## src/rtl/sp_ram_arb_pkg.sv

```systemverilog
// Shared types for the single-port RAM arbiter.
// Master identifiers and the registered response-tracker record.
package sp_ram_arb_pkg;

  typedef enum logic {
    MST_INSTR = 1'b0,
    MST_DATA  = 1'b1
  } master_e;

  typedef struct packed {
    logic    valid;
    master_e master;
    logic    err;
    logic    we;
  } rsp_t;

  localparam rsp_t RSP_IDLE = '{
    valid:  1'b0,
    master: MST_INSTR,
    err:    1'b0,
    we:     1'b0
  };

endpackage

```

## src/rtl/sp_ram_arbiter_if.sv

```systemverilog
// Bus bundle for the arbiter: fetch port, data port and RAM port.
// slave faces the arbiter, master faces the surrounding masters/RAM.
interface sp_ram_arbiter_if #(
  parameter int RAM_ADDR_WIDTH = 8,
  parameter int DATA_WIDTH     = 32,
  parameter int CNT_WIDTH      = 16
);
  logic                      instr_req_i;
  logic [31:0]               instr_addr_i;
  logic                      instr_gnt_o;
  logic                      instr_rvalid_o;
  logic [DATA_WIDTH-1:0]     instr_rdata_o;
  logic                      instr_err_o;

  logic                      data_req_i;
  logic [31:0]               data_addr_i;
  logic                      data_we_i;
  logic [DATA_WIDTH/8-1:0]   data_be_i;
  logic [DATA_WIDTH-1:0]     data_wdata_i;
  logic                      data_gnt_o;
  logic                      data_rvalid_o;
  logic [DATA_WIDTH-1:0]     data_rdata_o;
  logic                      data_err_o;

  logic                      ram_en_o;
  logic [RAM_ADDR_WIDTH-1:0] ram_addr_o;
  logic                      ram_we_o;
  logic [DATA_WIDTH/8-1:0]   ram_be_o;
  logic [DATA_WIDTH-1:0]     ram_wdata_o;
  logic [DATA_WIDTH-1:0]     ram_rdata_i;

  logic [CNT_WIDTH-1:0]      conflict_cnt_o;

  modport slave (
    input  instr_req_i, instr_addr_i,
    input  data_req_i, data_addr_i, data_we_i,
    input  data_be_i, data_wdata_i, ram_rdata_i,
    output instr_gnt_o, instr_rvalid_o,
    output instr_rdata_o, instr_err_o,
    output data_gnt_o, data_rvalid_o,
    output data_rdata_o, data_err_o,
    output ram_en_o, ram_addr_o, ram_we_o,
    output ram_be_o, ram_wdata_o, conflict_cnt_o
  );

  modport master (
    output instr_req_i, instr_addr_i,
    output data_req_i, data_addr_i, data_we_i,
    output data_be_i, data_wdata_i, ram_rdata_i,
    input  instr_gnt_o, instr_rvalid_o,
    input  instr_rdata_o, instr_err_o,
    input  data_gnt_o, data_rvalid_o,
    input  data_rdata_o, data_err_o,
    input  ram_en_o, ram_addr_o, ram_we_o,
    input  ram_be_o, ram_wdata_o, conflict_cnt_o
  );

endinterface

```

## src/rtl/rr_arb2.sv

```systemverilog
// Two-request round-robin arbiter; bit 0 = fetch, bit 1 = data.
// On a tie the master that did not win last time is granted.
module rr_arb2
  import sp_ram_arb_pkg::*;
(
  input  logic       clk,
  input  logic       rst,
  input  logic [1:0] req,
  output logic [1:0] gnt
);

  master_e last_grant;

  always_comb begin
    gnt = '0;
    if (!rst) begin
      unique case (req)
        2'b01:   gnt = 2'b01;
        2'b10:   gnt = 2'b10;
        2'b11:   gnt = (last_grant == MST_INSTR) ? 2'b10 : 2'b01;
        default: gnt = 2'b00;
      endcase
    end
  end

  always_ff @(posedge clk or posedge rst) begin
    if (rst) begin
      last_grant <= MST_INSTR;
    end else if (gnt[1]) begin
      last_grant <= MST_DATA;
    end else if (gnt[0]) begin
      last_grant <= MST_INSTR;
    end
  end

endmodule

```

## src/rtl/sp_ram_arbiter.sv

```systemverilog
// Arbitrates fetch and data masters onto one RAM port and routes
// the one-cycle-latency read data back to the issuing master.
module sp_ram_arbiter
  import sp_ram_arb_pkg::*;
#(
  parameter int RAM_ADDR_WIDTH = 8,
  parameter int RAM_BYTES      = 256,
  parameter int DATA_WIDTH     = 32,
  parameter int CNT_WIDTH      = 16
) (
  input logic             clk,
  input logic             rst,
  sp_ram_arbiter_if.slave bus
);

  logic [1:0]  req;
  logic [1:0]  gnt;
  logic        sel_data;
  logic        in_range;
  logic        hit;
  logic [31:0] addr;
  rsp_t        trk;
  logic        rsp_ok;

  assign req = {bus.data_req_i, bus.instr_req_i};

  rr_arb2 u_arb (
    .clk (clk),
    .rst (rst),
    .req (req),
    .gnt (gnt)
  );

  assign sel_data = gnt[1];
  assign addr     = sel_data ? bus.data_addr_i
                             : bus.instr_addr_i;
  assign in_range = addr < 32'(RAM_BYTES);
  assign hit      = (|gnt) & in_range;

  assign bus.instr_gnt_o = gnt[0];
  assign bus.data_gnt_o  = gnt[1];

  // Out-of-range grants still take a turn but leave the RAM idle
  always_comb begin
    bus.ram_en_o    = 1'b0;
    bus.ram_addr_o  = '0;
    bus.ram_we_o    = 1'b0;
    bus.ram_be_o    = '0;
    bus.ram_wdata_o = '0;
    if (hit) begin
      bus.ram_en_o   = 1'b1;
      bus.ram_addr_o = addr[RAM_ADDR_WIDTH-1:0];
      if (sel_data) begin
        bus.ram_we_o    = bus.data_we_i;
        bus.ram_be_o    = bus.data_be_i;
        bus.ram_wdata_o = bus.data_wdata_i;
      end else begin
        bus.ram_be_o = '1;
      end
    end
  end

  always_ff @(posedge clk or posedge rst) begin
    if (rst) begin
      trk <= RSP_IDLE;
    end else begin
      trk.valid  <= |gnt;
      trk.master <= sel_data ? MST_DATA : MST_INSTR;
      trk.err    <= ~in_range;
      trk.we     <= sel_data & bus.data_we_i;
    end
  end

  assign rsp_ok = trk.valid & ~trk.err & ~trk.we;

  always_comb begin
    bus.instr_rvalid_o = 1'b0;
    bus.instr_rdata_o  = '0;
    bus.instr_err_o    = 1'b0;
    bus.data_rvalid_o  = 1'b0;
    bus.data_rdata_o   = '0;
    bus.data_err_o     = 1'b0;
    unique case (1'b1)
      !trk.valid: ;
      trk.master == MST_DATA: begin
        bus.data_rvalid_o = 1'b1;
        bus.data_err_o    = trk.err;
        if (rsp_ok) bus.data_rdata_o = bus.ram_rdata_i;
      end
      default: begin
        bus.instr_rvalid_o = 1'b1;
        bus.instr_err_o    = trk.err;
        if (rsp_ok) bus.instr_rdata_o = bus.ram_rdata_i;
      end
    endcase
  end

  always_ff @(posedge clk or posedge rst) begin
    if (rst) begin
      bus.conflict_cnt_o <= '0;
    end else if (&req && !(&bus.conflict_cnt_o)) begin
      bus.conflict_cnt_o <= bus.conflict_cnt_o + 1'b1;
    end
  end

endmodule
```

## src/flat_wrapper.sv

```systemverilog
// flat-port wrapper written by rule: the top's interface ports become plain ports
module sp_ram_arbiter_flat import sp_ram_arb_pkg::*;
#(
  parameter int RAM_ADDR_WIDTH = 8,
  parameter int RAM_BYTES      = 256,
  parameter int DATA_WIDTH     = 32,
  parameter int CNT_WIDTH      = 16
)
  (clk, rst, bus_instr_req_i, bus_instr_addr_i, bus_data_req_i, bus_data_addr_i, bus_data_we_i, bus_data_be_i, bus_data_wdata_i, bus_ram_rdata_i, bus_instr_gnt_o, bus_instr_rvalid_o, bus_instr_rdata_o, bus_instr_err_o, bus_data_gnt_o, bus_data_rvalid_o, bus_data_rdata_o, bus_data_err_o, bus_ram_en_o, bus_ram_addr_o, bus_ram_we_o, bus_ram_be_o, bus_ram_wdata_o, bus_conflict_cnt_o);
  sp_ram_arbiter_if #(.RAM_ADDR_WIDTH(RAM_ADDR_WIDTH), .DATA_WIDTH(DATA_WIDTH), .CNT_WIDTH(CNT_WIDTH)) bus_i ();
  input logic clk;
  input logic rst;
  input wire logic [$bits(bus_i.instr_req_i)-1:0] bus_instr_req_i;
  input wire logic [$bits(bus_i.instr_addr_i)-1:0] bus_instr_addr_i;
  input wire logic [$bits(bus_i.data_req_i)-1:0] bus_data_req_i;
  input wire logic [$bits(bus_i.data_addr_i)-1:0] bus_data_addr_i;
  input wire logic [$bits(bus_i.data_we_i)-1:0] bus_data_we_i;
  input wire logic [$bits(bus_i.data_be_i)-1:0] bus_data_be_i;
  input wire logic [$bits(bus_i.data_wdata_i)-1:0] bus_data_wdata_i;
  input wire logic [$bits(bus_i.ram_rdata_i)-1:0] bus_ram_rdata_i;
  output wire logic [$bits(bus_i.instr_gnt_o)-1:0] bus_instr_gnt_o;
  output wire logic [$bits(bus_i.instr_rvalid_o)-1:0] bus_instr_rvalid_o;
  output wire logic [$bits(bus_i.instr_rdata_o)-1:0] bus_instr_rdata_o;
  output wire logic [$bits(bus_i.instr_err_o)-1:0] bus_instr_err_o;
  output wire logic [$bits(bus_i.data_gnt_o)-1:0] bus_data_gnt_o;
  output wire logic [$bits(bus_i.data_rvalid_o)-1:0] bus_data_rvalid_o;
  output wire logic [$bits(bus_i.data_rdata_o)-1:0] bus_data_rdata_o;
  output wire logic [$bits(bus_i.data_err_o)-1:0] bus_data_err_o;
  output wire logic [$bits(bus_i.ram_en_o)-1:0] bus_ram_en_o;
  output wire logic [$bits(bus_i.ram_addr_o)-1:0] bus_ram_addr_o;
  output wire logic [$bits(bus_i.ram_we_o)-1:0] bus_ram_we_o;
  output wire logic [$bits(bus_i.ram_be_o)-1:0] bus_ram_be_o;
  output wire logic [$bits(bus_i.ram_wdata_o)-1:0] bus_ram_wdata_o;
  output wire logic [$bits(bus_i.conflict_cnt_o)-1:0] bus_conflict_cnt_o;
  assign bus_i.instr_req_i = bus_instr_req_i;
  assign bus_i.instr_addr_i = bus_instr_addr_i;
  assign bus_i.data_req_i = bus_data_req_i;
  assign bus_i.data_addr_i = bus_data_addr_i;
  assign bus_i.data_we_i = bus_data_we_i;
  assign bus_i.data_be_i = bus_data_be_i;
  assign bus_i.data_wdata_i = bus_data_wdata_i;
  assign bus_i.ram_rdata_i = bus_ram_rdata_i;
  assign bus_instr_gnt_o = bus_i.instr_gnt_o;
  assign bus_instr_rvalid_o = bus_i.instr_rvalid_o;
  assign bus_instr_rdata_o = bus_i.instr_rdata_o;
  assign bus_instr_err_o = bus_i.instr_err_o;
  assign bus_data_gnt_o = bus_i.data_gnt_o;
  assign bus_data_rvalid_o = bus_i.data_rvalid_o;
  assign bus_data_rdata_o = bus_i.data_rdata_o;
  assign bus_data_err_o = bus_i.data_err_o;
  assign bus_ram_en_o = bus_i.ram_en_o;
  assign bus_ram_addr_o = bus_i.ram_addr_o;
  assign bus_ram_we_o = bus_i.ram_we_o;
  assign bus_ram_be_o = bus_i.ram_be_o;
  assign bus_ram_wdata_o = bus_i.ram_wdata_o;
  assign bus_conflict_cnt_o = bus_i.conflict_cnt_o;
  sp_ram_arbiter #(.RAM_ADDR_WIDTH(RAM_ADDR_WIDTH), .RAM_BYTES(RAM_BYTES), .DATA_WIDTH(DATA_WIDTH), .CNT_WIDTH(CNT_WIDTH)) u_core (.clk(clk), .rst(rst), .bus(bus_i));
endmodule
```

## config.mk

```make
export PLATFORM = sky130hd
export DESIGN_NAME = sp_ram_arbiter_flat
export DESIGN_NICKNAME = d
export VERILOG_FILES = /design/src/rtl/sp_ram_arb_pkg.sv /design/src/rtl/sp_ram_arbiter_if.sv /design/src/rtl/rr_arb2.sv /design/src/rtl/sp_ram_arbiter.sv /design/src/flat_wrapper.sv
export SDC_FILE = /design/constraint.sdc
export NUM_CORES = 1
export LEC_CHECK = 0
export CORE_AREA = 2 2 104 106
export DETAILED_ROUTE_END_ITERATION = 8
export DIE_AREA = 0 0 106 108
export PLACE_DENSITY = 0.75
export SLEW_MARGIN = 10
export SYNTH_ARGS = -nofsm -noshare
export SYNTH_HDL_FRONTEND = slang
export SYNTH_HIERARCHICAL = 1
export SYNTH_SLANG_ARGS = --single-unit
```

## constraint.sdc

```tcl
create_clock -name clk -period 2.26 [get_ports clk]
set_input_delay 0.226 -clock clk [delete_from_list [all_inputs] [get_ports clk]]
set_output_delay 0.226 -clock clk [all_outputs]
set_load 0.01 [all_outputs]
```

# ---- Yosys cells after proc, flatten, opt, wreduce, memory -nomap -nowiden
# Cells that the tools add are included.
dict set report word_totals {
  register_bits 21
  latch_bits 0
  ramBits 0
  rom_bits 0
  input_bits 137
  out_inout_bits 132
  elab_cells 48
  n_memories 0
}
dict set report op_classes {
  add_sub_neg 1
  n_mul 0
  div_mod_pow 0
  order_cmp 1
  eq_ne 3
  shifts 0
  n_mux 22
  bitwise_logic 7
  reduce_logical 8
}
# op count
set op_table {}
lappend op_table {{$mux W32} 6}
lappend op_table {{$lt A32 B9 Y1 const B} 1}
lappend op_table {{$add A16 B1 Y16 const B} 1}
lappend op_table {{$reduce_and A16 Y1} 1}
lappend op_table {{$mux W1} 10}
lappend op_table {{$mux W4} 2}
lappend op_table {{$mux W8} 1}
lappend op_table {{$pmux W2 S3} 1}
lappend op_table {{$and A1 B1 Y1} 4}
lappend op_table {{$eq A2 B2 Y1 const B} 2}
lappend op_table {{$mux W2} 2}
lappend op_table {{$reduce_or A2 Y1} 2}
lappend op_table {{$not A1 Y1} 3}
lappend op_table {{$eq A2 B1 Y1 const B} 1}
lappend op_table {{$logic_not A1 Y1} 2}
lappend op_table {{$reduce_and A2 Y1} 1}
lappend op_table {{$reduce_bool A2 Y1} 1}
lappend op_table {{$logic_and A1 B1 Y1} 1}

# ---- Depth between registers and ports, before layout
dict set report logic_depth {
  ltp_word 7
  depth_mapped 8
  depth_no_buf 6
}

# ---- Cells and area by module
# The synthesis kept the hierarchy.
# mod n_inst cells_each area_per_inst_um2 seq_area_each_um2
set by_module_without_submodules {}
lappend by_module_without_submodules {sp_ram_arbiter 1 242 1916.8 500.5}
lappend by_module_without_submodules {rr_arb2 1 8 71.3 25.0}

# ---- Least setup slack after synthesis
# No wires, ideal clock.
dict set report synth_path {
  kind {input -> output}
  start {in bus_data_req_i}
  end {out bus_ram_addr_o[0]}
  arrival_ps 1971
  required_time_ps 2034
  slack_ps 63
  stages 8
  path_buffers 2
  cell_sequence {or2b_1 a21oi_1 nor4b_2 nand4_1 or2_1 clkbuf_1 buf_2 a21oi_1}
}
dict set report synth_via {
  elab_chain_cells 7
  word_cells_on_any_way 10
  cone_classes {order compare (1); eq/ne (3); mux (4); bitwise (1); reduce/logical (1)}
}
# item line
set synth_rtl {}
lappend synth_rtl {{start, declared} flat_wrapper.sv:15} ;# input wire logic [$bits(bus_i.data_req_i)-1:0] bus_data_req_i;
lappend synth_rtl {{$eq A2 B2 Y1 / $eq A2 B1 Y1 (equally long branches)} rr_arb2.sv:17} ;# unique case (req)
lappend synth_rtl {{$pmux W2 S3 *} rr_arb2.sv:17}
lappend synth_rtl {{$mux W2 *} rr_arb2.sv:16} ;# if (!rst) begin
lappend synth_rtl {{via bus_data_gnt_o} flat_wrapper.sv:25} ;# output wire logic [$bits(bus_i.data_gnt_o)-1:0] bus_data_gnt_o;
lappend synth_rtl {{$mux W32} sp_ram_arbiter.sv:35} ;# assign addr = sel_data ? bus.data_addr_i
lappend synth_rtl {{$lt A32 B9 Y1} sp_ram_arbiter.sv:37} ;# assign in_range = addr < 32'(RAM_BYTES);
lappend synth_rtl {{$and A1 B1 Y1} sp_ram_arbiter.sv:38} ;# assign hit = (|gnt) & in_range;
lappend synth_rtl {{$mux W8 *} sp_ram_arbiter.sv:50} ;# if (hit) begin
lappend synth_rtl {{end, declared} flat_wrapper.sv:30} ;# output wire logic [$bits(bus_i.ram_addr_o)-1:0] bus_ram_addr_o;
# Mark *: on every way through the listed nets, which the timed path passes. The rest lies on a longest branch.

# ---- Worst setup path after layout
dict set report layout_path {
  start {reg u_core/trk[2] in the netlist's numbering}
  end {out bus_instr_rdata_o[28]}
}
dict set report layout_via {
  elab_chain_cells 2
}
# item line
set layout_rtl {}
lappend layout_rtl {{start, declared} sp_ram_arbiter.sv:22} ;# rsp_t trk;
lappend layout_rtl {{$reduce_or A2 Y1 (no line)} n/a}
lappend layout_rtl {{$mux W32} sp_ram_arbiter.sv:83} ;# unique case (1'b1)
lappend layout_rtl {{end, declared} flat_wrapper.sv:23} ;# output wire logic [$bits(bus_i.instr_rdata_o)-1:0] bus_instr_rdata_o;
# No other way between the ends.

==> results <==
-- logic make-up after synthesis --
kind of cell | count (synthesis) | share of synthesized area [%]
AOI/OAI and AO/OA | 30 | 9.06
xor gates and xnor gates | 14 | 6.17
adders and majority gates | 1 | 0.629
buffers and inverters | 20 | 3.90
DFF | 21 | 26.4
muxes | 2 | 1.26
and+or+nand+nor | 162 | 52.5
-- cell usage after synthesis --
| cell type | instances |
|---|---|
| nor2b_2 | 1 |
| a21oi_1 | 13 |
| buf_1 | 1 |
| xor2_1 | 14 |
| and2_1 | 100 |
| a22oi_1 | 8 |
| nor4_2 | 1 |
| ha_1 | 1 |
| nor4b_2 | 2 |
| inv_1 | 4 |
| mux2i_1 | 1 |
| or2b_1 | 1 |
| clkbuf_1 | 13 |
| nand4_4 | 1 |
| nand2_1 | 7 |
| nor2b_1 | 2 |
| nor2_2 | 1 |
| nand4_1 | 5 |
| mux2_4 | 1 |
| nor3_1 | 8 |
| nor4_1 | 13 |
| nand3_1 | 3 |
| a31oi_1 | 2 |
| a21boi_0 | 3 |
| buf_2 | 2 |
| dfrtp_1 | 21 |
| and4_1 | 2 |
| or2_1 | 2 |
| o21ai_0 | 4 |
| nor2_1 | 5 |
| and3_1 | 1 |
| nor4b_1 | 1 |
| nor3b_1 | 3 |
| or2_2 | 1 |
| nand4_2 | 1 |
| nor4_4 | 1 |
-- cell type report --
cell class	instances	area, um^2
Fill cell	945	5050
Timing Repair Buffer	299	2910
Multi-Input combinational cell	210	1510
Sequential cell	21	526
Tap cell	136	170
Clock buffer	3	41.3
Inverter	4	15.0
Clock inverter	1	5.00
-- critical path: stages, from the launching register on --
cell and delay, ns:
dfrtp_1 0.41, nor2b_2 0.13, nor3b_4 0.23, buf_12 0.15, clkbuf_16 0.15, and2_1 0.13
clkdlybuf4s50_1 0.53
-- final timing paths --
path / slack (ns) / depth (start not counted) / start / endpoint
setup reg to reg: 0.39 / 8 / u_core/u_arb/last_grant / u_core/trk[1]
hold reg to reg: 0.52 / 1 / u_core/bus.conflict_cnt_o[0] / u_core/bus.conflict_cnt_o[0]
min in group clk: 0.46 / 4 / bus_data_req_i / u_core/bus.conflict_cnt_o[2]
hold / removal: 0.03 / 3 / rst / u_core/u_arb/last_grant
max in group asynchronous: 1.71 / 4 / rst / u_core/bus.conflict_cnt_o[4]
setup / recovery: 0.04 / 6 / u_core/trk[2] / bus_instr_rdata_o[28]
-- registers in the layout, summed over array words and instances (netlist names) --
register	flops
u_core/trk	4
u_core/u_arb/last_grant	1
u_core/bus.conflict_cnt_o	16
-- power groups by stage --
stage	sequential [mW]	clock, mW	combinational (mW)
floorplan	0.538	0	0.146
finish	0.521	0.238	0.620
detailed placement	0.528	0	0.604
global route	0.535	0.267	0.662
CTS	0.521	0.249	0.616
global placement	0.522	0	0.595
-- per-layer routing --
layer | share of wire (%) | routed length (um) | vias to the layer above
li1 | - | - | 1428
met1 | 34 | 3720 | 1350
met2 | 56 | 6070 | 186
met3 | 9.2 | 1000 | 10
met4 | 1.2 | 134 | 0
met5 | 0 | 0 | -
-- what timing repair did --
action / CTS / global route
hold buffers: 0 / 0
resized for setup: 202 / 63
gates cloned: 3 / 3
setup buffers: 5 / 5
setup endpoints to repair: 53 / 76
pin swaps: 4 / 9
==> metrics.md <==
| Metric | Value |
|---|---|
| Hpwl dp | 8570 um |
| Syn_nets | 388 |
| Clock latency at the later pin of the worst-skew pair | 0.26 ns |
| Core Util, Final | 50.6% |
| Mapped Cells | 250 |
| Clock sink count | 21 |
| Ports | 269 |
| Setup crit end kind | output pin |
| Measured slew at the worst slew-check pin | approximately 0.52 ns |
| Arr. time, crit path | 2.00 ns |
| GRT Total Usage | 16.4% |
| Most Crowded Layer GR | met2 |
| Crit-path max FO | 16 |
| Layout net count | 677 |
| Part of the power in registers | 37.8% |
| Layout Cells excl Fill | 674 |
| Die width | 106 um |
| Final Max Tran Viols | 0 |
| Worst Path Required | 2.03 ns |
| Pint | 0.979 mW |
| Net Sw Power | approximately 0.40 mW |
| Endpoints failing setup | 0 |
| Max cap viols | 0 |
| Hold Fails Final Rpt | 0 |
| Sum Neg Setup Slack | 0 ns |
| Post-placement cell count | 654 |
| Worst hold path type | input pin to async pin |
| Total power | 1.38 mW |
| Met2 GRT Util | 33.0% |
| Met3 Use GR | 4.64% |
| Leak | between 2 and 3 nW |
| GRT overflow | 0 |
| Seq/Total Area, Yosys | between 20% and 30% |
| Global placement routability congestion | 0.830 |
| Initial Util | 19.4% |
| Most frequent cells in the layout | clkdlybuf4s50_1, and2_1, buf_2, dlymetal6s2s_1 |
| Ys Warns | 6 |
| Violation count after the first detailed-route iteration | 177 |
| Comb pwr share | between 40% and 50% |
| Power per cell area | 266 nW/um^2 |
| Top cells by area, synth | and2_1, dfrtp_1, xor2_1 |
| Row cnt | 37 |
| Setup crit start kind | register |
| Clock Power Share | 17.3% |
| Worst-case clock buffer depth | 2 |
| DR vias | 2,974 |
| Commonest non-fill, non-tap cell in the layout | clkdlybuf4s50_1 |
| Post-DRT Antenna Nets | 0 |
| WL/cell | 16.2 um |
| Initial antenna violation count | 0 |
| Status | finished clean |
| RSZ-0062 raised after global routing | yes |
| Clk slew on worst S/H paths | approximately 0.080 ns |
| Setup CP Type | register to output pin |
| Synthesized flop and latch total | 21 |
| Setup ws final | 0.0380 ns |
| Core Area | 10,200 um^2 |
| CTS tree | done |
| Relative slew slack | around 65% |
| Synth area leader | and2_1 |
| Top cell type's share of synthesized area | around a third |
| Die ar. | 11,400 um^2 |
| Syn Area/Cell | 7.95 um^2 |
| Dpl cell area | approximately 4900 um^2 |
| Avg Vias per Cell | 4.41 |
| Max IR drop VDD | 347 uV |
| GR Util met1 | 17.0% |
| Vias in the first global route | 2,840 |
| Dpl ws | -0.855 ns |
| Max Freq | 450 MHz |
| Port bufs | 268 |
| Die height | 108 um |
| H-tree Lvls | 1 |
| Residual DRC count | 0 |
| Global-route wire length before repair | between 10,000 and 15,000 um |
| Crit path time final | 2.22 ns |
| Share of cells above drive strength 1 | between 20 and 25% |
| WL final | 10,900 um |
| Design Area, Final | 5180 um^2 |
| Post-synthesis cell area | 1990 um^2 |
| Worst clock skew | between 0.006 and 0.007 ns |
| Number of buffers created by CTS | 3 |
| Pin count of the biggest net entering global routing | 33 |
| Period utilization | 98.3% |
| Synth unique cells | 36 |
| Ant. Diodes | 0 |
| Switching share of power | 29.0% |
| First-pass DRT Iterations | 4 |
| Root Buffer | clkbuf_8 |
| Fin Hold WS | about 0.034 ns |
| Area growth from synthesis to layout | 160% |
Note: power is estimated with default switching activity, not from simulation.
==> RTL change 1 (same flow settings) <==
`RAM_ADDR_WIDTH` is set to 8 in 3 places; all go to 10.
--- a/src/rtl/sp_ram_arbiter_if.sv
+++ b/src/rtl/sp_ram_arbiter_if.sv
@@ -3,3 +3,3 @@
 interface sp_ram_arbiter_if #(
-  parameter int RAM_ADDR_WIDTH = 8,
+  parameter int RAM_ADDR_WIDTH = 10,
   parameter int DATA_WIDTH     = 32,
--- a/src/rtl/sp_ram_arbiter.sv
+++ b/src/rtl/sp_ram_arbiter.sv
@@ -5,3 +5,3 @@
 #(
-  parameter int RAM_ADDR_WIDTH = 8,
+  parameter int RAM_ADDR_WIDTH = 10,
   parameter int RAM_BYTES      = 256,
--- a/src/flat_wrapper.sv
+++ b/src/flat_wrapper.sv
@@ -3,3 +3,3 @@
 #(
-  parameter int RAM_ADDR_WIDTH = 8,
+  parameter int RAM_ADDR_WIDTH = 10,
   parameter int RAM_BYTES      = 256,
Interface: changed (resized bus_ram_addr_o); port bits go from 269 to 271. No check against the original RTL was run, so the function may have changed too.
==> RTL change 1 against the original RTL <==
- critical endpoint is now bus_ram_wdata_o[29]
- critical path depth is 4 higher
- setup slack got worse by 0.025 ns
- final area up 3.0%
- power up 0.31%
- synthesized area grew 0.94%
- sequential share of layout area is 0.29 points lower
- routed wire length up 3.0%
- largest power group unchanged
- sequential cell count did not move
==> RTL change 1: results (changes against the original RTL) <==
metric,value,unit,change
post-DP HPWL,8.72,mm,was 8.57 mm
post-synthesis mux area share,1.25,%,was 1.26%
Fillers,951,,was 945
leading post-synthesis cells by cell area,"and2_1 31%, dfrtp_1 26%, xor2_1 6.1%",,"was and2_1 31%, dfrtp_1 26%, xor2_1 6.2%"
CP max stage cell,or2b_1,,was clkdlybuf4s50_1
Peak VDD IR,0.000212,V,was 0.000347 V
compound-cell area share of the yosys netlist,8.98,%,was 9.06%
"CP delay by family, top",simple AND/OR/NAND/NOR gates,,was buffers and inverters
CP Launch Point,bus_data_req_i,,was u_core/trk[2]
Leak,2.38,nW,was 2.59 nW
sequential area share after synthesis,26.2,%,was 26.4%
Area after DPL,4940,sq um,was 4930 sq um
final instance count without filler cells,678,,was 674
synthesized area per cell,7.93,sq um,was 7.95 sq um
Post-Synth XOR/XNOR Area,6.11,%,was 6.17%
first-pass GRT wire length,15.1,mm,was 14.8 mm
met3 Usage GRT,5.42,%,was 4.64%
R2R cell count,9,,was 8
vias in the first global route,2947,,was 2840
met2 wire length,6.38,mm,was 6.07 mm
worst slew pin tran,0.512,ns,was 0.521 ns
min cycle time layout,2.25,ns,was 2.22 ns
combinational power share,45.2,%,was 44.9%
placed cells,656,,was 654
Overall Global Routing Usage,16.6,%,was 16.4%
root buffer cell,clkbuf_8,,unchanged
clk_skew,0.00456,ns,was 0.00605 ns
Sequential Power Share,37.6,%,was 37.8%
met1 Usage GRT,15.9,%,was 17.0%
"slowest stage delay, CP",0.28,ns,was 0.53 ns
crit path max fanout,8,,was 16
ratio of cells with drive above 1 in the final layout,26.2,%,was 21.9%
dpl ws,-0.794,ns,was -0.855 ns
DR WL met3,1.15,mm,was 1.00 mm
post-route met1 wirelength,3.60,mm,was 3.72 mm
status,"complete, no violations",,unchanged
gpl congestion,0.825,,was 0.830
Post-Route WL,11.3,mm,was 10.9 mm
routing usage on met2,34.4,%,was 33.0%
## RTL change 1: cell count changes in the layout (fill, tap and decap cells not counted), moves of 2 or more
cell             change
and2_1              -21
and2_4              +21
buf_6               +21
buf_2               -19
clkdlybuf4s50_1     +14
dlymetal6s2s_1      -14
a21oi_1              -2
a21oi_2              +2
conb_1               +2
## RTL change 1: final cells by class
cell class | instances | area, sq um | area share, %
tap | 136 | 170 | 3.19
inverter | 4 | 15.0 | 0.282
clock inverter | 1 | 5.00 | 0.0939
sequential | 21 | 526 | 9.85
timing repair buffer | 301 | 3010 | 56.5
multi-input combinational | 212 | 1570 | 29.4
clock buffer | 3 | 41.3 | 0.774
## RTL change 1: timing repair
item / in CTS / in global routing
pin swaps: 5 / 36
setup buffers: 7 / 4
resized for setup: 190 / 104
setup endpoints to repair: 78 / 78
gates cloned: 3 / 4
==> RTL change 2 (config.mk and constraints unchanged) <==
Without the edit above. Reset style: synchronous (`rst`), changed in 3 clocked blocks.
--- a/src/rtl/rr_arb2.sv
+++ b/src/rtl/rr_arb2.sv
@@ -25,3 +25,3 @@
 
-  always_ff @(posedge clk or posedge rst) begin
+  always_ff @(posedge clk) begin
     if (rst) begin
--- a/src/rtl/sp_ram_arbiter.sv
+++ b/src/rtl/sp_ram_arbiter.sv
@@ -62,3 +62,3 @@
 
-  always_ff @(posedge clk or posedge rst) begin
+  always_ff @(posedge clk) begin
     if (rst) begin
@@ -97,3 +97,3 @@
 
-  always_ff @(posedge clk or posedge rst) begin
+  always_ff @(posedge clk) begin
     if (rst) begin
Formal check against the unedited RTL: differs if rst is asserted again (counterexample within 4 cycles, from zero or initial values and one cycle with rst high); with rst held inactive, the same outputs for 10 cycles.
==> RTL change 2 against the original RTL <==
- routed wire length increased by 6.0%
- critical path depth increased by 3
- power decreased by 24%
- clock skew shrank 0.0025 ns
- final area up 1.8%
- setup slack worse by 0.014 ns
- critical endpoint is now bus_ram_wdata_o[4]
- hold slack improved by 0.46 ns
- synthesized area is 1.4% higher
- global-route usage up 1.3 points
- count of clock-buffer cells in the layout increased by 1
- combinational power fell by 33%
- sequential cell count unchanged
==> RTL change 2: results (changes against the original RTL) <==
metric,value,unit,change
status,"complete, no violations",,unchanged
Fillers,958,,was 945
YS warnings,6,,unchanged
"Async S/R FF share, synth",0,%,was 100%
via count,3174,,was 2974
dpl ws,-0.830,ns,was -0.855 ns
vias in the first global route,3087,,was 2840
Bufs on Longest Clock Path,2,,unchanged
worst slew pin tran,0.468,ns,was 0.521 ns
Overall Global Routing Usage,17.7,%,was 16.4%
Post-synth top cells,"101 x and2_1, 29 x a21oi_1, 21 x dfxtp_1, 11 x nor4_1",,"was 100 x and2_1, 21 x dfrtp_1, 14 x xor2_1"
First DRT Iteration DRCs,112,,was 177
clock slew at reported path FFs,0.08,ns,about the same
initial antenna violation count,1,,was 0
top_reg_cell synth,dfxtp_1,,was dfrtp_1
ratio of cells with drive above 1 in the final layout,25.0,%,was 21.9%
CP max stage cell,dfxtp_2,,was clkdlybuf4s50_1
WP data arrival,2.01,ns,
port bufs,268,,unchanged
Max H-tree Level,1,,unchanged
Largest regs,"u_core/bus.conflict_cnt_o (16), u_core/trk (4), u_core/u_arb/last_grant (1)",,unchanged
later-pin clock latency in the skew report,0.26,ns,about the same
Post-Syn Instances,279,,was 250
Area after DPL,4950,sq um,was 4930 sq um
crit path max fanout,7,,was 16
clk_skew,0.00359,ns,was 0.00605 ns
"CP delay by family, top",simple AND/OR/NAND/NOR gates,,was buffers and inverters
largest family of logic cells by synthesized area,simple AND/OR/NAND/NOR gates,,unchanged
pin count of the biggest net entering global routing,33,,unchanged
final instance count without filler cells,700,,was 674
post-synthesis mux area share,0.558,%,was 1.26%
"slowest stage delay, CP",0.35,ns,was 0.53 ns
placed cells,686,,was 654
sequential area share after synthesis,20.8,%,was 26.4%
root buffer cell,clkbuf_8,,unchanged
worst hold path class,input pin to register,,was input pin to async pin
ant diodes,0,,unchanged
post-DP HPWL,9.74,mm,was 8.57 mm
total negative slack,0,ns,unchanged
compound-cell area share of the yosys netlist,16.0,%,was 9.06%
first-pass GRT wire length,16.1,mm,was 14.8 mm
post-synth cell types,41,,was 36
Avg WL per Cell,16.5,um,was 16.2 um
gpl congestion,0.817,,was 0.830
Peak VDD IR,0.000188,V,was 0.000347 V
Post-Synth XOR/XNOR Area,0,%,was 6.17%
cts bufs inserted,3,,unchanged
net count after synthesis,417,,was 388
Detailed Routing Iterations Pass 1,4,,unchanged
Leak,2.06,nW,was 2.59 nW
leading post-synthesis cells by cell area,"and2_1 31%, dfxtp_1 21%, a21oi_1 7.2%",,"was and2_1 31%, dfrtp_1 26%, xor2_1 6.2%"
Post-Synth Adder-Cell Area,0.620,%,was 0.629%
RTL change 2: report_power, final:
part	switching, mW	total, mW	internal (mW)
Sequential	0.00773	0.384	0.377
Clock	0.124	0.249	0.125
Combinational	0.124	0.415	0.292
RTL change 2: layer usage:
layer | routed length (um) | share of wire [%] | vias to the layer above | global-route usage [%]
li1 | - | - | 1565 | -
met1 | 4430 | 38 | 1453 | 20.2
met2 | 6130 | 53 | 146 | 33.2
met3 | 923 | 8.0 | 8 | 5.00
met4 | 78 | 0.67 | 2 | 3.01
met5 | 12 | 0.10 | - | 0
RTL change 2: final timing paths:
kind | endpoint | slack [ns] | cells after the start | start
worst min register to register | u_core/bus.conflict_cnt_o[15] | 0.52 | 2 | u_core/bus.conflict_cnt_o[15]
worst min-delay path | u_core/u_arb/last_grant | 0.49 | 2 | rst
worst max-delay path | bus_ram_wdata_o[4] | 0.02 | 9 | u_core/u_arb/last_grant
worst max register to register | u_core/bus.conflict_cnt_o[7] | 0.50 | 6 | u_core/bus.conflict_cnt_o[1]
RTL change 2: what timing repair did:
action                     CTS  global route
pin swaps                    4            32
resized for setup          207            91
buffers inserted             3             3
gates cloned                 2             2
setup endpoints to repair   46            78
RTL change 2: worst register-to-register path, stage by stage (launching register included):
cell and delay, ns:
dfxtp_1 0.39, ha_1 0.27, nand4_1 0.19, nor4_2 0.23
buf_4 0.24, nor4_1 0.07, mux2_2 0.27
RTL change 2: area by class of cell:
cell class,count,area (sq um),share of cell area [%]
flip-flops and latches,21,423,8.02
inverters,1,3.75,0.0712
multi-input cells,237,1660,31.5
clock buffers,4,45.0,0.855
repair buffers,301,2970,56.4
well taps,136,170,3.23
